==> src/rtl/spm_fetch.sv <==
// Instruction-fetch front end for the scratchpad: owns the PC, issues one SPM read per cycle and
// re-times the returning word onto {if_pc, if_insn, if_en}. Define SPM_FETCH_PERF_EN to add fetch_cnt.
module spm_fetch #(
  parameter int unsigned       ADDR_W   = 12,
  parameter int unsigned       DATA_W   = 32,
  parameter logic [ADDR_W-1:0] RESET_PC = '0
) (
  input  logic              clk,
  input  logic              rst_n,
  input  logic              stall,
  input  logic              flush,
  input  logic [ADDR_W-1:0] new_pc,
  output logic [ADDR_W-1:0] spm_addr,
  output logic              spm_as_,
  output logic              spm_rw,
  output logic [DATA_W-1:0] spm_wr_data,
  input  logic [DATA_W-1:0] spm_rd_data,
  output logic [ADDR_W-1:0] if_pc,
  output logic [DATA_W-1:0] if_insn,
  output logic              if_en
`ifdef SPM_FETCH_PERF_EN
  ,
  output logic [31:0]       fetch_cnt
`endif
);

  localparam logic READ     = 1'b1;
  localparam logic ENABLE_  = 1'b0;
  localparam logic DISABLE_ = 1'b1;

  logic [ADDR_W-1:0] pc_q, pc_d;
  logic              pend_q, pend_d;
  logic [ADDR_W-1:0] pend_pc_q, pend_pc_d;
  logic              hold_v_q, hold_v_d;
  logic [ADDR_W-1:0] hold_pc_q, hold_pc_d;
  logic [DATA_W-1:0] hold_insn_q, hold_insn_d;
  logic              if_en_q, if_en_d;
  logic [ADDR_W-1:0] if_pc_q, if_pc_d;
  logic [DATA_W-1:0] if_insn_q, if_insn_d;
  logic              issue;

  assign issue       = rst_n & ~flush & ~stall;
  assign spm_addr    = pc_q;
  assign spm_as_     = issue ? ENABLE_ : DISABLE_;
  assign spm_rw      = READ;
  assign spm_wr_data = '0;
  assign if_pc       = if_pc_q;
  assign if_insn     = if_insn_q;
  assign if_en       = if_en_q;

  always_comb begin
    pc_d        = pc_q;
    pend_d      = 1'b0;
    pend_pc_d   = pend_pc_q;
    hold_v_d    = hold_v_q;
    hold_pc_d   = hold_pc_q;
    hold_insn_d = hold_insn_q;
    if_en_d     = if_en_q;
    if_pc_d     = if_pc_q;
    if_insn_d   = if_insn_q;
    if (flush) begin
      pc_d     = new_pc;
      hold_v_d = 1'b0;
      if_en_d  = 1'b0;
    end else if (stall) begin
      // the word landing this cycle has nowhere to go but the single hold slot
      if (pend_q) begin
        hold_pc_d   = pend_pc_q;
        hold_insn_d = spm_rd_data;
        hold_v_d    = 1'b1;
      end
    end else begin
      pc_d      = pc_q + ADDR_W'(1);
      pend_d    = 1'b1;
      pend_pc_d = pc_q;
      if (hold_v_q) begin
        if_en_d   = 1'b1;
        if_pc_d   = hold_pc_q;
        if_insn_d = hold_insn_q;
        hold_v_d  = 1'b0;
      end else if (pend_q) begin
        if_en_d   = 1'b1;
        if_pc_d   = pend_pc_q;
        if_insn_d = spm_rd_data;
      end else begin
        if_en_d = 1'b0;
      end
    end
  end

  always_ff @(posedge clk or negedge rst_n) begin
    if (!rst_n) begin
      pc_q        <= RESET_PC;
      pend_q      <= 1'b0;
      pend_pc_q   <= '0;
      hold_v_q    <= 1'b0;
      hold_pc_q   <= '0;
      hold_insn_q <= '0;
      if_en_q     <= 1'b0;
      if_pc_q     <= '0;
      if_insn_q   <= '0;
    end else begin
      pc_q        <= pc_d;
      pend_q      <= pend_d;
      pend_pc_q   <= pend_pc_d;
      hold_v_q    <= hold_v_d;
      hold_pc_q   <= hold_pc_d;
      hold_insn_q <= hold_insn_d;
      if_en_q     <= if_en_d;
      if_pc_q     <= if_pc_d;
      if_insn_q   <= if_insn_d;
    end
  end

`ifdef SPM_FETCH_PERF_EN
  logic [31:0] fetch_cnt_q, fetch_cnt_d;

  // if_en_d can only be 1 outside stall/flush when a fresh word is being loaded
  assign fetch_cnt_d = fetch_cnt_q + 32'(if_en_d & ~stall & ~flush);
  assign fetch_cnt   = fetch_cnt_q;

  always_ff @(posedge clk or negedge rst_n) begin
    if (!rst_n) fetch_cnt_q <= '0;
    else        fetch_cnt_q <= fetch_cnt_d;
  end
`endif

endmodule

==> config.mk <==
export PLATFORM = sky130hd
export DESIGN_NAME = spm_fetch
export DESIGN_NICKNAME = d
export VERILOG_FILES = /design/src/rtl/spm_fetch.sv
export SDC_FILE = /design/constraint.sdc
export NUM_CORES = 1
export LEC_CHECK = 0
export CAP_MARGIN = 10
export CORE_AREA = 5 5 116 118
export CTS_CLUSTER_SIZE = 28
export DETAILED_ROUTE_END_ITERATION = 10
export DIE_AREA = 0 0 121 123
export PLACE_DENSITY = 0.74
export SYNTH_ARGS = -nofsm -noshare
export SYNTH_HDL_FRONTEND = slang
export SYNTH_SLANG_ARGS = --single-unit
export TNS_END_PERCENT = 10
==> constraint.sdc <==
create_clock -name clk -period 1.65 [get_ports clk]
set_input_delay 0.165 -clock clk [delete_from_list [all_inputs] [get_ports clk]]
set_output_delay 0.165 -clock clk [all_outputs]
set_load 0.01 [all_outputs]
Yosys cells after proc, flatten, opt, wreduce, memory -nomap -nowiden

Cells that the tools add are included.
Widths: inputs -> output; s select.

Equality and inequality tests: 2
Div/mod/pow operators: 0
$lt $le $gt $ge: 0
Mux-type cells: 16
Add/subtract/negate cells: 1
Multipliers: 0
Reduce and logical (&&, ||, !) cells: 4
Bitwise operators: 4
Shifts and indexed selects: 0

Operators by type and width:

| cell                  | count |
|---|---|
| $mux 32               | 2 |
| $mux 12               | 4 |
| $add 12x1->12 const B | 1 |
| $mux 1                | 10 |
| $reduce_and 3->1      | 2 |
| $ne 3x1->1 const B    | 1 |
| $and 1x1->1           | 2 |
| $ne 2x1->1 const B    | 1 |
| $not 1->1             | 2 |
| $reduce_and 2->1      | 1 |
| $reduce_bool 2->1     | 1 |

Memory bits (writable): 0
Register bits after elaboration: 115
Output and inout port bits: 91
Input port bits: 48
Memories kept: 0
Bits in latches: 0
ROM bits: 0
Word-level logic and storage cells: 36

Depth between registers and ports, before layout

Gate-level depths: netlist of run 1.

Depth after elaboration: 4
Mapped depth: 5

Worst setup path before layout of run 1

Ideal clock, no wire load.

Kind: flip-flop to flip-flop
Start point: reg pc_q[0] (netlist: spm_addr[0])
End point: reg pc_q[10] (netlist: spm_addr[10])
Library setup time: 0.082 ns
Arrival time: 1.501 ns
Slack: 0.067 ns
Period minus slack after synthesis: 1.583 ns
Stages on the path, launching flop included: 5
Required time: 1.568 ns
Path through: dfrtp_1 ha_1 nand4b_4 or4_1 a31oi_1

Longest elaborated chain between the ends: 3

RTL lines:

| element                | RTL line | source |
|---|---|---|
| from (decl)            | 31       | `logic [ADDR_W-1:0] pc_q, pc_d;` |
| from (signal assigned) | 103      | `pc_q <= pc_d;` |
| $add 12x1->12          | 73       | `pc_d = pc_q + ADDR_W'(1);` |
| $mux 12                | 65       | `end else if (stall) begin` |
| $mux 12                | 61       | `if (flush) begin` |

No other way between the ends. The select of a mux whose other input is x is not followed.
A chain may end at the register's enable or synchronous reset.

Worst setup path in the final report of run 1

Start point: reg pc_q[1] (netlist: spm_addr[1])
End point: out spm_addr[1]

RTL lines:

| element   | RTL line | source |
|---|---|---|
| to (decl) | 13       | `output logic [ADDR_W-1:0] spm_addr,` |

No word-level cell between the ends.

==> flow_summary.json, run 1 <==
{
  "pnr_total_power_mw": 9.56,
  "syn_avg_cell_area_um2": 14.2,
  "drv.max_cap_violation_count": 0,
  "crit_chain": "buf_4 > clkdlybuf4s50_1",
  "detailedPlacementHpwl_mm": 7.21,
  "antenna_found_initial": 0,
  "multi_input_area_um2": 2180,
  "min_period_over_period_pct": 96.7,
  "area.growth.synth_to_final_pct": 35.0,
  "mappedNetlistArea_um2": 5310,
  "ys_ff_latch": 115,
  "grtUsageMet1_pct": 18.1,
  "synthesis.instances": 375,
  "cp_endpoint_kind": "output pin",
  "setup_viol": 0,
  "clkLatencyLatePin_ns": 0.39,
  "critical_path.startpoint_type": "flop",
  "power.density_nw_per_um2": 1330,
  "drt_drc_violations_left": 0,
  "clockRootBuffer": "sky130_fd_sc_hd__clkbuf_16",
  "comb_power_share_pct": 21.6,
  "design.final.nets": 553,
  "synthDominantCellAreaShare_pct": 54.2,
  "grtUsageTotal_pct": 14.2,
  "outcome": "completed",
  "synth_warnings": 0,
  "path_clk_slew_ns": 0.05,
  "dieArea_um2": 14900,
  "global_route.usage.met2_pct": 23.2,
  "first_global_vias": 3399,
  "vias_per_cell": 4.72,
  "fin_area_um2": 7170,
  "core_region_area_um2": 12400,
  "slowest_delay_ns": 0.54,
  "share_seq_of_total_power_pct": 40.8,
  "place.port_buffers": 105,
  "fin_ws_ns": 0.0544,
  "timing.slew.headroom_pct": 57.7,
  "max_freq_mhz": 627,
  "initial_util_pct": 42.9,
  "cpLargestDelayFamily": "buffers and inverters",
  "place_congestion": 0.842,
  "timing.clock.skew_ns": 0.00494,
  "fin_util_pct": 58.0,
  "synthTopCellsByArea": "sky130_fd_sc_hd__dfrtp_1 54%, sky130_fd_sc_hd__mux2_2 30%, sky130_fd_sc_hd__buf_4 5.1%",
  "path_buf_inv": 2,
  "max_slew.worst_pin.slew_ns": 0.634,
  "grt.busiest_layer": "met2",
  "global_route_wire_length_before_repair_mm": 16.7,
  "timing.critical_path.fanout_max": 4,
  "fill_cell_total_of_the_finished_layout": 1004,
  "placedInstanceArea_um2": 6550,
  "cts-buffers-inserted": 17,
  "crit_type": "reg -> out",
  "detail-route-antenna-nets": 0,
  "dieHeight_um": 123,
  "grt_max_degree": 116,
  "detail_route.wl_per_cell_um": 15.0,
  "layout_cells_sized_above_1_pct": 39.8,
  "power_report.internal_total_mw": 7.25,
  "setup-tns-final_ns": 0,
  "tritoncts": "done",
  "worstPathArrival_ns": 1.43,
  "drt_iter0_drc": 240,
  "seqCellArea_um2": 2880,
  "synthDominantAreaCellType": "sky130_fd_sc_hd__dfrtp_1",
  "max-clock-path-buffers": 2,
  "overflow": 0,
  "cp.required_ns": 1.48,
  "switching_share_pct": 24.1,
  "timing.final.crit_period_ns": 1.60,
  "n_antenna_cell": 0,
  "die_x_um": 121,
  "power.switching_mw": 2.30,
  "rows": 41,
  "final_hold_viol_count": 0,
  "rsz_0062_raised_after_global_routing": "false",
  "crit_slowest_cell": "sky130_fd_sc_hd__clkdlybuf4s50_1",
  "detail_route.first_pass.iterations": 4,
  "synth_cell_types": 32,
  "slew_violations": 0,
  "clock_power_share_pct": 37.6,
  "holdCritPathClass": "in -> reg",
  "vias": 3253,
  "pin_count": 139,
  "clkSinkCount": 115,
  "seq_area_frac_synth_pct": 54.2,
  "h-tree-depth": 4,
  "max-vdd-ir-drop_mv": 0.542,
  "power_leakage_nw": 3.09,
  "routed_wirelength_mm": 10.3,
  "grt.met3_usage_pct": 4.44,
  "place_worst_setup_slack_ns": -0.158
}
-- worst paths after layout --
check	to	startpoint	depth (start not counted)	slack, ns
max	spm_addr[1]	spm_addr[1]$_DFFE_PN0P_	2	0.05
min	spm_addr[7]$_DFFE_PN0P_	new_pc[7]	3	0.34
max reg2reg	spm_addr[10]$_DFFE_PN0P_	spm_addr[0]$_DFFE_PN0P_	4	0.18
min reg2reg	if_en$_DFFE_PN0P_	if_en$_DFFE_PN0P_	1	0.48
min in group asynchronous	if_insn[6]$_DFFE_PN0P_	rst_n	3	0.44
max in group asynchronous	spm_addr[6]$_DFFE_PN0P_	rst_n	3	0.68
-- placed cells by master, fill, tap and decap left out, drive strengths merged --
master,count
inv,1
buf,24
mux2i,4
or4,5
nand3,4
clkdlybuf4s50,101
clkinv,7
clkbuf,23
nor2b,2
a221o,1
o211ai,2
conb,33
dlymetal6s2s,1
xnor2,1
dlygate4sd3,1
nor3,3
o311a,1
bufinv,2
nand2,12
mux2,144
nand4b,2
dlygate4sd2,2
and2b,1
clkinvlp,1
ha,1
a31oi,3
nand4,1
dfrtp,115
a21o,1
nor2,6
xor2,4
o31ai,3
o21ai,5
-- flip-flops by register name, summed over array words and instances, names as in the netlist --
register / cells
pend_pc_q: 12
pend_q: 1
hold_pc_q: 12
spm_addr: 12
if_insn: 32
hold_v_q: 1
if_en: 1
hold_insn_q: 32
if_pc: 12
-- final cells by class --
| class | count | area share [%] |
|---|---|---|
| inverter | 2 | 0.105 |
| sequential | 115 | 40.2 |
| clock inverter | 9 | 1.41 |
| tap | 172 | 3.00 |
| timing repair buffer | 129 | 17.9 |
| multi-input combinational | 239 | 30.4 |
| clock buffer | 23 | 6.95 |
-- power groups by stage --
stage	clock, mW	combinational (mW)	sequential [mW]
3_5_place_dp	0	2.09	3.94
6_report	3.60	2.06	3.90
4_1_cts	3.69	2.10	3.90
3_3_place_gp	0	2.05	3.91
5_1_grt	3.82	2.23	3.99
2_1_floorplan	0	0.922	4.01
-- worst register-to-register path: cells and delay by family, from the launching register on --
family	cells	cell delay [ns]
AO/OA/AOI/OAI	1	0.16
adder cells (fa/ha/maj)	1	0.22
flip-flops	1	0.34
AND/OR/NAND/NOR	2	0.66
-- timing repair --
action / CTS / global route
setup endpoints to repair: 3 / 3
resized for setup: 4 / 3
endpoints found under the hold margin: 115 / 0
buffers inserted: 0 / 0
hold buffers: 1 / 0
-- routing by layer --
metal  share of wire, %  wire length, um
met3                5.7              583
met2                 48             4970
met4               0.93               96
met5                  0                0
met1                 45             4670
-- synth_stat cells (all sizes together) --
cell    instances
or4             5
conb            2
clkinv          1
xnor2           1
nor2b           2
nand3           4
o21ai           5
a221o           1
o31ai           3
mux2          144
nor2            6
nand4b          2
o211ai          2
and2b           1
xor2            4
nand2          12
buf            45
nor3            3
nand4           1
dfrtp         115
ha              1
a31oi           3
mux2i           4
inv             1
a21o            1
clkbuf          5
o311a           1
-- cells by family (layout without fill, tap and decap cells) --
family                     Yosys count  after routing  share of synthesized area, %
muxes                              148            148                          31.3
and+or+nand+nor                     36             36                          4.29
DFF                                115            115                          54.2
adders and majority gates            1              1                         0.236
other                                2             33                         0.142
AOI/OAI and AO/OA                   16             16                          2.05
xor gates and xnor gates             5              5                         0.825
buffers and inverters               52            163                          6.91
-- stage by stage --
step / hold WS [ns] / instances
after floorplan: -0.131 / 406
after global placement: 0.330 / 656
after CTS: 0.320 / 689
final: 0.340 / 689
after detailed placement: 0.340 / 656
after global routing: 0.345 / 689
(Power assumes the default switching activity.)
==> inputs of run 2 (changes only) <==
Settings changed: REMOVE_ABC_BUFFERS from default to 1, TNS_END_PERCENT 10 to 1.
==> run 2 against run 1 <==
Net effect:
- critical path depth is 1 lower
- sequential power hardly changed
- sequential cell count stayed put
- global-route usage is 1.1 points higher
- final cell count is 0.29% lower
- via count is 1.6% higher
- count of clock-buffer cells in the layout is 2 lower
- design area stayed put
==> flow_summary.json, run 2 (synthesized netlist as in run 1, its figures left out) <==
{
  "outcome": "completed",
  "worstReg2RegStart": "spm_addr[1]$_DFFE_PN0P_",
  "min_period_over_period_pct": 95.5,
  "clockRootBuffer": "sky130_fd_sc_hd__clkbuf_16",
  "cp.required_ns": 1.48,
  "clock_power_share_pct": 37.7,
  "timing.critical_path.fanout_max": 5,
  "tritoncts": "done",
  "core_region_area_um2": 12400,
  "drv.max_cap_violation_count": 0,
  "crit_slowest_cell": "sky130_fd_sc_hd__clkdlybuf4s50_1",
  "pnr_total_power_mw": 9.59,
  "cp_endpoint_kind": "output pin",
  "max_freq_mhz": 634,
  "max_slew.worst_pin.slew_ns": 0.599,
  "power.density_nw_per_um2": 1340,
  "drt_drc_violations_left": 0,
  "final_common_cell": "sky130_fd_sc_hd__mux2_2",
  "first_global_vias": 3471,
  "holdCritPathClass": "in -> reg",
  "cts-buffers-inserted": 17,
  "detailedPlacementHpwl_mm": 7.45,
  "vias": 3306,
  "grtUsageTotal_pct": 15.3,
  "power_leakage_nw": 3.10,
  "path_buf_inv": 1,
  "drt_iter0_drc": 136,
  "timing.final.crit_period_ns": 1.58,
  "cpLargestDelayFamily": "buffers and inverters",
  "crit_type": "reg -> out",
  "timing.slew.headroom_pct": 60.1,
  "clkSinkCount": 115,
  "detail_route.wl_per_cell_um": 16.1,
  "n_antenna_cell": 0,
  "place.port_buffers": 105,
  "final_hold_viol_count": 0,
  "initial_util_pct": 42.9,
  "h-tree-depth": 4,
  "overflow": 0,
  "switching_share_pct": 24.5,
  "post_cts_buffers": 0,
  "vias_per_cell": 4.81,
  "dieArea_um2": 14900,
  "crit_chain": "clkdlybuf4s50_1",
  "placedInstanceArea_um2": 6550,
  "comb_power_share_pct": 21.7,
  "routed_wirelength_mm": 11.1,
  "slew_violations": 0,
  "pin_count": 139,
  "critical_path.startpoint_type": "flop",
  "slowest_delay_ns": 0.58,
  "share_seq_of_total_power_pct": 40.6,
  "detail_route.first_pass.iterations": 4,
  "cp-startpoint": "spm_addr[9]$_DFFE_PN0P_",
  "path_clk_slew_ns": 0.05,
  "fin_area_um2": 7170,
  "place_congestion": 0.784,
  "max-clock-path-buffers": 2,
  "global_route_wire_length_before_repair_mm": 17.6,
  "die_x_um": 121,
  "grt_max_degree": 116,
  "worstPathArrival_ns": 1.41,
  "clkLatencyLatePin_ns": 0.40,
  "power_report.internal_total_mw": 7.24,
  "timing.clock.skew_ns": 0.0104,
  "antenna_found_initial": 0,
  "mostFrequentLayoutCells": "142 x sky130_fd_sc_hd__mux2_2, 107 x sky130_fd_sc_hd__dfrtp_1, 100 x sky130_fd_sc_hd__clkdlybuf4s50_1",
  "power.switching_mw": 2.35,
  "rsz_0062_raised_after_global_routing": "false",
  "rows": 41,
  "fill_cell_total_of_the_finished_layout": 1004,
  "area.growth.synth_to_final_pct": 35.0,
  "setup_viol": 0,
  "hold_path_startpoint": "new_pc[4]",
  "layout_cells_sized_above_1_pct": 40.0,
  "max-vdd-ir-drop_mv": 0.531,
  "design.final.nets": 551,
  "dieHeight_um": 123,
  "detail-route-antenna-nets": 0
}
## run 2: cell types whose count changed in the layout (fill, tap and decap cells not counted), sizes merged, moves of 2 or more
cell and change:
dlygate4sd2 -2, buf -2, dlymetal6s2s +3, clkbuf -2
## run 2: final cells by class
class | instances | area (um2) | area share (%)
clock buffers | 21 | 450 | 6.29
clock inverters | 11 | 135 | 1.89
multi-input cells | 239 | 2180 | 30.4
flip-flops and latches | 115 | 2890 | 40.3
inverters | 2 | 7.51 | 0.105
well taps | 172 | 215 | 3.00
repair buffers | 127 | 1290 | 18.0
## run 2: worst paths after layout
kind	end	slack, ns	cells after the start
setup / recovery	spm_addr[9]	0.07	1
hold / removal	spm_addr[4]$_DFFE_PN0P_	0.32	3
setup reg to reg	spm_addr[8]$_DFFE_PN0P_	0.16	4
hold reg to reg	hold_insn_q[29]$_DFFE_PN0P_	0.50	1
max in group asynchronous	spm_addr[7]$_DFFE_PN0P_	0.72	3
min in group asynchronous	hold_insn_q[7]$_DFFE_PN0P_	0.48	3
## run 2: timing repair
item / in CTS / in global routing
setup endpoints to repair: 3 / 9
hold buffers: 1 / 0
cloned: 0 / 0
gates resized for setup: 3 / 9
endpoints found under the hold margin: 115 / 0
## run 2: per-stage QoR
step	cells	hold slack (ns)	setup TNS, ns	util (%)	setup WS, ns
floorplan	356	-0.131	-64.93	-	-1.45
global placement	654	0.318	-8.78	53.0	-0.131
detailed placement	654	0.334	-11.29	53.0	-0.192
CTS	687	0.306	0	57.8	0.00501
global route	687	0.319	0	58.0	0.0197
finish	687	0.322	0	58.0	0.0739
## run 2: worst min-delay path, stage by stage
cell and delay, ns:
sky130_fd_sc_hd__clkdlybuf4s50_1 0.40, sky130_fd_sc_hd__nand2_1 0.06, sky130_fd_sc_hd__o21ai_0 0.06
## run 2: power groups by stage
| stage | sequential (mW) | combinational, mW | clock (mW) |
|---|---|---|---|
| finish | 3.89 | 2.08 | 3.62 |
| global route | 3.98 | 2.24 | 3.83 |
| CTS | 3.90 | 2.12 | 3.70 |
| detailed placement | 3.94 | 2.10 | 0 |
| global placement | 3.90 | 2.05 | 0 |
| floorplan | 4.02 | 0.832 | 0 |
## run 2: routing by layer
layer  share of wire [%]  wire length, um  GRT usage, %  vias to the layer above
met5                   0                0             0                        -
met4                 1.2              131          4.67                        0
met3                 6.1              677          5.35                       13
met2                  49             5390          24.9                       99
met1                  44             4900          19.2                     1658
li1                    -                -             -                     1536
==> inputs of run 3 (changes only) <==
Settings changed: CORE_AREA 5 5 116 118 to 5 5 111 113, DIE_AREA 0 0 121 123 to 0 0 116 118, PLACE_DENSITY 0.74 to 0.78.
Clock period 1.65 ns to 1.6 ns, I/O delays scaled along.
==> run 3 against run 2 <==
Net effect:
- wire length down 1.9%
- sequential power grew 4%
- total power increased by 7.6%
- setup slack worse by 0.024 ns
- die area down 8.0%
- critical path depth unchanged
- non-clock buffer count rose by 1
- hold slack better by 0.0016 ns
- register-to-register slack got worse by 0.08 ns
- highest routed layer unchanged
- largest cell class unchanged
- utilization is 6.0 points higher
- via count down 1.0%
==> flow_summary.json, run 3 (synthesized netlist as in run 1, its figures left out) <==
{
  "n_antenna_cell": 0,
  "power_leakage_nw": 3.09,
  "outcome": "completed",
  "final_standard_cell_count_with_taps_included_and_fillers_excluded": 659,
  "vias_per_cell": 4.97,
  "clock_power_share_pct": 40.1,
  "cts-buffers-inserted": 17,
  "antenna_found_initial": 0,
  "critical_path.startpoint_type": "flop",
  "place.port_buffers": 105,
  "die_x_um": 116,
  "rows": 39,
  "slew_violations": 0,
  "fill_cell_total_of_the_finished_layout": 867,
  "clkLatencyLatePin_ns": 0.40,
  "final_common_cell": "sky130_fd_sc_hd__mux2_2",
  "h-tree-depth": 4,
  "cp.required_ns": 1.44,
  "pin_count": 139,
  "routed_wirelength_mm": 10.9,
  "overflow": 0,
  "cpLargestDelayFamily": "buffers and inverters",
  "fin_util_pct": 64.0,
  "drt_drc_violations_left": 0,
  "place_congestion": 0.844,
  "clkSinkCount": 115,
  "path_buf_inv": 1,
  "switching_share_pct": 24.7,
  "dieArea_um2": 13700,
  "setup-tns-final_ns": 0,
  "grt_max_degree": 116,
  "cp_endpoint_kind": "output pin",
  "global_route_wire_length_before_repair_mm": 18.4,
  "grtUsageTotal_pct": 17.0,
  "max-vdd-ir-drop_mv": 0.603,
  "power.switching_mw": 2.55,
  "tritoncts": "done",
  "crit_type": "reg -> out",
  "path_clk_slew_ns": 0.06,
  "holdCritPathClass": "in -> reg",
  "worstReg2RegStart": "spm_addr[1]$_DFFE_PN0P_",
  "detail_route.wl_per_cell_um": 16.5,
  "detail_route.first_pass.iterations": 4,
  "share_seq_of_total_power_pct": 39.1,
  "rsz_0062_raised_after_global_routing": "false",
  "detailedPlacementHpwl_mm": 7.47,
  "clockRootBuffer": "sky130_fd_sc_hd__clkbuf_16",
  "fin_area_um2": 7180,
  "mostFrequentLayoutCells": "142 x sky130_fd_sc_hd__mux2_2, 105 x sky130_fd_sc_hd__dfrtp_1, 96 x sky130_fd_sc_hd__clkdlybuf4s50_1",
  "power_report.internal_total_mw": 7.76,
  "drv.max_cap_violation_count": 0,
  "place_worst_setup_slack_ns": -0.258,
  "timing.slew.headroom_pct": 61.3,
  "max_slew.worst_pin.slew_ns": 0.581,
  "area.growth.synth_to_final_pct": 35.3,
  "fin_ws_ns": 0.0497,
  "crit_slowest_cell": "sky130_fd_sc_hd__clkdlybuf4s50_1",
  "min_period_over_period_pct": 96.9,
  "timing.critical_path.fanout_max": 6,
  "dieHeight_um": 118,
  "final_hold_viol_count": 0,
  "cp-startpoint": "spm_addr[4]$_DFFE_PN0P_",
  "comb_power_share_pct": 20.9,
  "first_global_vias": 3696,
  "placedInstanceArea_um2": 6500,
  "setup_viol": 0,
  "timing.final.crit_period_ns": 1.55,
  "max-clock-path-buffers": 2,
  "slowest_delay_ns": 0.56,
  "vias": 3273,
  "layout_cells_sized_above_1_pct": 40.9,
  "pnr_total_power_mw": 10.3,
  "crit_chain": "clkdlybuf4s50_1",
  "detail-route-antenna-nets": 0,
  "core_region_area_um2": 11200,
  "max_freq_mhz": 645,
  "worstPathArrival_ns": 1.39,
  "timing.clock.skew_ns": 0.00447,
  "initial_util_pct": 47.3,
  "design.final.nets": 552,
  "power.density_nw_per_um2": 1440,
  "drt_iter0_drc": 134,
  "fin_worst_hold_slack_ns": 0.323,
  "placedCellCount": 625,
  "hold_path_startpoint": "new_pc[6]"
}
## run 3: layout make-up
class | instances | area, um2 | share of cell area (%)
inverter | 2 | 7.51 | 0.105
timing repair buffer | 128 | 1270 | 17.7
tap | 143 | 179 | 2.49
clock buffer | 17 | 425 | 5.93
sequential | 115 | 2890 | 40.3
clock inverter | 15 | 231 | 3.22
multi-input combinational | 239 | 2180 | 30.3
## run 3: power by group through the flow
stage               Sequential (mW)  Combinational (mW)  Clock (mW)
floorplan                      4.15               0.858           0
global placement               4.03                2.11           0
detailed placement             4.08                2.18           0
CTS                            4.04                2.19        4.20
global route                   4.13                2.34        4.33
finish                         4.03                2.15        4.13
## run 3: path summary, 6_finish.rpt
path | end | slack (ns) | depth (start not counted)
max | spm_addr[4] | 0.05 | 1
min | spm_addr[6]$_DFFE_PN0P_ | 0.32 | 3
max reg2reg | spm_addr[10]$_DFFE_PN0P_ | 0.08 | 4
min reg2reg | hold_pc_q[5]$_DFFE_PN0P_ | 0.50 | 1
max in group asynchronous | spm_addr[11]$_DFFE_PN0P_ | 0.66 | 3
min in group asynchronous | hold_insn_q[11]$_DFFE_PN0P_ | 0.48 | 3
## run 3: timing repair
action	CTS	global route
setup endpoints to repair	10	3
gates resized for setup	14	3
hold buffers	1	0
hold endpoints to repair	115	0
setup buffers	1	0
## run 3: tightest hold or removal path, stage by stage
cell and delay (ns):
sky130_fd_sc_hd__clkdlybuf4s50_1 0.40, sky130_fd_sc_hd__nand2_1 0.06, sky130_fd_sc_hd__nand3_1 0.06
## run 3: layer usage
layer  vias up  GRT usage (%)  share of wire [%]
met2       107           27.4                 49
met4         0           5.08                1.1
met5         -              0                  0
li1       1527              -                  -
met3        15           5.30                6.4
met1      1624           21.8                 44
